===== src/rtl/uart_rx.sv =====
// uart_rx: 8N1 serial receiver, LSB first, idle-high line.
// Output handshake: rx_valid is a one-cycle strobe with rx_byte valid in the
// same cycle. There is no ready/backpressure, so the consumer must take
// rx_byte before the next good frame overwrites it. rx_frame_err is a
// one-cycle strobe, never coincident with rx_valid.
module uart_rx #(
    parameter int CLK_HZ       = 12000000,
    parameter int BAUD         = 115200,
    parameter int CLKS_PER_BIT = CLK_HZ / BAUD,
    parameter int HALF_BIT     = CLKS_PER_BIT / 2
) (
    input  logic       clk,
    input  logic       rst_n,
    input  logic       rx,
    output logic [7:0] rx_byte,
    output logic       rx_valid,
    output logic       rx_frame_err,
    output logic       rx_busy,
    output logic [2:0] dbg_state
);

    localparam int CW = $clog2(CLKS_PER_BIT);
    localparam logic [CW-1:0] CNT_LAST = CW'(CLKS_PER_BIT - 1);
    localparam logic [CW-1:0] CNT_HALF = CW'(HALF_BIT - 1);

    typedef enum logic [2:0] {
        S_IDLE  = 3'd0,
        S_START = 3'd1,
        S_DATA  = 3'd2,
        S_STOP  = 3'd3,
        S_BREAK = 3'd4
    } state_t;

    state_t        r_state;
    state_t        w_next;
    logic          r_rx_m;
    logic          r_rx_s;
    logic [CW-1:0] r_cnt;
    logic [2:0]    r_idx;
    logic [7:0]    r_shift;
    logic [7:0]    r_byte;
    logic          r_valid;
    logic          r_frame_err;
    logic          w_shift_en;
    logic          w_valid_set;
    logic          w_err_set;
    logic          w_cnt_clr;

    // Two-flop synchroniser for the asynchronous line; idles high.
    always_ff @(posedge clk) begin
        if (!rst_n) begin
            r_rx_m <= 1'b1;
            r_rx_s <= 1'b1;
        end else begin
            r_rx_m <= rx;
            r_rx_s <= r_rx_m;
        end
    end

    // State register.
    always_ff @(posedge clk) begin
        if (!rst_n) begin
            r_state <= S_IDLE;
        end else begin
            r_state <= w_next;
        end
    end

    // Next-state logic and per-cycle strobes for the datapath.
    always_comb begin
        w_next      = r_state;
        w_shift_en  = 1'b0;
        w_valid_set = 1'b0;
        w_err_set   = 1'b0;
        case (r_state)
            S_IDLE: begin
                if (!r_rx_s) w_next = S_START;
            end
            S_START: begin
                // Mid-bit recheck rejects short glitches.
                if (r_cnt == CNT_HALF) w_next = r_rx_s ? S_IDLE : S_DATA;
            end
            S_DATA: begin
                if (r_cnt == CNT_LAST) begin
                    w_shift_en = 1'b1;
                    if (r_idx == 3'd7) w_next = S_STOP;
                end
            end
            S_STOP: begin
                if (r_cnt == CNT_LAST) begin
                    if (r_rx_s) begin
                        w_valid_set = 1'b1;
                        w_next      = S_IDLE;
                    end else begin
                        w_err_set = 1'b1;
                        w_next    = S_BREAK;
                    end
                end
            end
            S_BREAK: begin
                // Hold here until the line goes high so a break is not
                // decoded as a stream of zero bytes.
                if (r_rx_s) w_next = S_IDLE;
            end
            default: w_next = S_IDLE;
        endcase
    end

    // Counter restarts on every state entry and once per bit period.
    assign w_cnt_clr = (w_next != r_state) || (r_state == S_IDLE) || (r_cnt == CNT_LAST);

    // Bit-timing counter, bit index, shift register and registered outputs.
    always_ff @(posedge clk) begin
        if (!rst_n) begin
            r_cnt       <= '0;
            r_idx       <= 3'd0;
            r_shift     <= 8'h00;
            r_byte      <= 8'h00;
            r_valid     <= 1'b0;
            r_frame_err <= 1'b0;
        end else begin
            r_cnt       <= w_cnt_clr ? '0 : r_cnt + CW'(1);
            r_valid     <= w_valid_set;
            r_frame_err <= w_err_set;
            if (r_state == S_IDLE) begin
                r_idx <= 3'd0;
            end else if (w_shift_en) begin
                r_idx   <= r_idx + 3'd1;
                r_shift <= {r_rx_s, r_shift[7:1]};
            end
            if (w_valid_set) r_byte <= r_shift;
        end
    end

    assign rx_byte      = r_byte;
    assign rx_valid     = r_valid;
    assign rx_frame_err = r_frame_err;
    assign rx_busy      = (r_state != S_IDLE);
    assign dbg_state    = r_state;

endmodule


===== config.mk =====
export PLATFORM = sky130hd
export DESIGN_NAME = uart_rx
export DESIGN_NICKNAME = d
export VERILOG_FILES = /design/src/rtl/uart_rx.sv
export SDC_FILE = /design/constraint.sdc
export NUM_CORES = 1
export LEC_CHECK = 0
export CORE_UTILIZATION = 45
export DETAILED_ROUTE_END_ITERATION = 16
export PLACE_DENSITY = 0.69
export SYNTH_ARGS = -nofsm -noshare
export SYNTH_HDL_FRONTEND = slang
export SYNTH_SLANG_ARGS = --single-unit
export TNS_END_PERCENT = 1

===== constraint.sdc =====
create_clock -name clk -period 1.8 [get_ports clk]
set_input_delay 0.36 -clock clk [delete_from_list [all_inputs] [get_ports clk]]
set_output_delay 0.36 -clock clk [all_outputs]
set_load 0.005 [all_outputs]

==> flow_metrics.py <==
metrics = {
    "placement": {
        "gp_congestion": 0.768,
        "dp_slack_ns": 0.0828,
        "dp_hpwl_um": 1690,
        "port_buffers": 16,
        "postPlaceCellArea_sq_um": 1590,
    },
    "global_routing": {
        "grt_pass1_wl_um": 4090,
        "grt_pass1_vias": 921,
        "overflow": 0,
        "grt_usage_pct": 16.7,
        "antenna_found_initial": 0,
        "grt_max_degree": 37,
    },
    "critical_path": {
        "crit_fanout": 4,
        "critPathKind": "flip-flop to primary output",
        "cp-end-kind": "primary output",
        "worst_setup_path_start_kind": "flip-flop",
        "arrival_ns": 1.38,
        "worstPathRequired_ns": 1.44,
    },
    "timing": {
        "rsz0062_at_grt": "false",
        "max-slew-margin-rel_pct": 78.7,
        "setup_slack_ns": 0.0625,
        "tightest_slew_ns": 0.319,
        "tns_ns": 0,
        "fmax_mhz": 576,
        "period_minus_slack_ns": 1.74,
        "final_hold_viol_count": 0,
        "period_share_pct": 96.5,
        "slew_violations": 0,
        "whs_ns": 0.449,
        "setup_viol": 0,
        "final.setup_skew_ns": 0.00851,
    },
    "final_layout": {
        "antenna_cells": 0,
        "final_nets": 176,
        "syn2layout_area_growth_pct": 17.8,
        "final_area_sq_um": 1650,
        "final_core_util_pct": 57.7,
        "drive_gt1_share_pct": 18.1,
        "fillers": 262,
    },
    "drt": {
        "wl_per_cell_um": 11.9,
        "via_per_inst": 5.27,
        "routed_wl_um": 2400,
        "detail_route.drc_violations": 2,
        "via_count": 1065,
        "drtIter0Drc": 23,
        "drt_pre_antenna_iters": 10,
        "ant_nets": 0,
    },
    "logic_synthesis": {
        "synth.avg_cell_area_sq_um": 9.38,
        "synth_compound_area_share_pct": 11.5,
        "synth_fa_ha_area_share_pct": 2.69,
        "synthSimpleGateAreaFrac_pct": 28.9,
        "ys_seq_elements": 33,
        "synth_top_family_by_area": "simple AND/OR/NAND/NOR gates",
        "synth-warning-count": 0,
        "syn_nets": 155,
        "synth_xor_area_share_pct": 3.13,
        "synthMuxAreaShare_pct": 1.43,
        "synthCells": 149,
        "netlist_area_sq_um": 1400,
        "yosysSeqAreaShare_pct": 47.3,
        "yosysUniqueCellTypes": 35,
    },
    "pwr": {
        "leakage_nw": 0.585,
        "ir_drop_v": 0.000407,
        "power.density_nw_per_um2": 715,
    },
    "clock_tree": {
        "cts-resized-gates": 1,
        "cts_root_buf": "clkbuf_4",
        "post_cts_buffers": 0,
        "ctsHoldBuffers": 0,
        "cts.sinks": 33,
        "h-tree-depth": 2,
        "cts_buffers": 5,
        "clockBufferDepth": 2,
        "clkLatencyLatePin_ns": 0.33,
        "clkTransAtPathRegs_ns": 0.10,
        "cts_tree": "done",
    },
    "floorplan": {
        "fp.dieW_um": 57.7,
        "die_h_um": 57.7,
        "dieArea_sq_um": 3330,
        "placeableCoreArea_sq_um": 2850,
        "start_util_pct": 49.0,
        "ios": 17,
        "num_rows": 19,
    },
    "outcome": {
        "violations": "DRC",
        "outcome": "finished, violations left",
    },
    "worst_hold_path": {
        "min_path_type": "flip-flop to flip-flop",
    },
    "run": {
        "maxCapViolCount": 0,
    },
}
[synth_stat cells, drive strengths merged]
master / instances / area share [%]
a32o: 1 / 0.72
and2: 1 / 0.45
nand4bb: 1 / 2.0
nor2: 13 / 3.5
xor2: 3 / 1.9
a21o: 1 / 0.54
mux2i: 2 / 1.4
a311o: 1 / 0.72
or3: 2 / 0.90
or4b: 1 / 0.72
or4: 2 / 1.3
ha: 3 / 2.7
o21ai: 18 / 8.6
clkbuf: 2 / 0.54
buf: 8 / 4.2
a21oi: 1 / 0.36
and3: 2 / 0.90
nand2: 22 / 5.9
nor3: 1 / 0.36
nand3: 20 / 7.9
o31a: 1 / 0.63
xnor2: 2 / 1.3
dfxtp: 33 / 47
nor2b: 2 / 0.90
nand2b: 2 / 0.90
inv: 1 / 0.27
nor4b: 2 / 1.7
nor4: 1 / 1.5
[area by class of cell]
class | count | area, sq um | area share, %
Multi-Input combinational cell | 105 | 673 | 40.9
Inverter | 1 | 3.75 | 0.228
Sequential cell | 33 | 661 | 40.1
Clock buffer | 6 | 41.3 | 2.51
Clock inverter | 2 | 10.0 | 0.608
Tap cell | 31 | 38.8 | 2.36
Timing Repair Buffer | 24 | 219 | 13.3
[worst paths after layout]
check	cells after the start	startpoint	slack, ns	to
worst max-delay path	2	dbg_state[0]	0.06	rx_busy
worst min-delay path	1	r_rx_m	0.45	r_rx_s
worst max register to register	4	r_cnt[4]	0.13	r_idx[1]
worst min register to register	1	r_rx_m	0.45	r_rx_s
[logic make-up (layout without fill, tap and decap cells)]
| logic type | after synthesis | after routing |
|---|---|---|
| multiplexers | 2 | 2 |
| AND/OR/NAND/NOR | 72 | 72 |
| AO/OA/AOI/OAI | 23 | 23 |
| adder cells (fa/ha/maj) | 3 | 3 |
| XOR/XNOR | 5 | 5 |
| flip-flops | 33 | 33 |
| buffers and inverters | 11 | 33 |
[per-layer routing]
metal / routed length, um / global-route usage [%] / vias to the layer above / share of wire, %
met5: 0 / 0 / - / 0
met4: 31 / 9.18 / 0 / 1.3
met3: 124 / 6.03 / 4 / 5.2
met2: 1050 / 23.6 / 27 / 44
met1: 1190 / 22.1 / 477 / 50
li1: - / - / 557 / -
[where the power goes]
group / internal, mW / switching, mW / leakage (nW) / total (mW)
registers: 0.734 / 0.00382 / 0.266 / 0.738
logic: 0.0184 / 0.0233 / 0.287 / 0.0417
clock network: 0.149 / 0.249 / 0.0320 / 0.397
total: 0.901 / 0.276 / 0.585 / 1.18
[flip-flops by register name (all words and copies together), names as in the netlist]
| register | cells |
|---|---|
| r_shift | 8 |
| rx_byte | 8 |
| r_cnt | 7 |
| dbg_state | 3 |
| r_idx | 3 |
| r_rx_m | 1 |
| r_rx_s | 1 |
| rx_frame_err | 1 |
| rx_valid | 1 |
[cell usage in the layout, fill, tap and decap left out, types with 2 or more instances in the layout]
master            n
dfxtp_1          33
nand2_1          22
nand3_1          18
clkdlybuf4s50_1  15
nor2_1           13
o21ai_0          10
o21ai_2           8
buf_4             8
clkbuf_4          5
xor2_1            3
or3_1             2
nand2b_1          2
nor2b_1           2
and3_1            2
or4_4             2
mux2i_1           2
nand3_2           2
xnor2_1           2
ha_1              2
clkinv_2          2
[worst max-delay path: stages, from the launching register on]
cell and delay, ns:
dfxtp_1 0.35, or3_1 0.41, dlygate4sd2_1 0.29
[per-stage QoR]
step / instances / total power [mW]
global route: 202 / 1.23
finish: 202 / 1.18
global placement: 194 / 0.795
detailed placement: 194 / 0.796
floorplan: 149 / 0.780
CTS: 202 / 1.19
No activity file was read; power rests on OpenSTA's default activity.
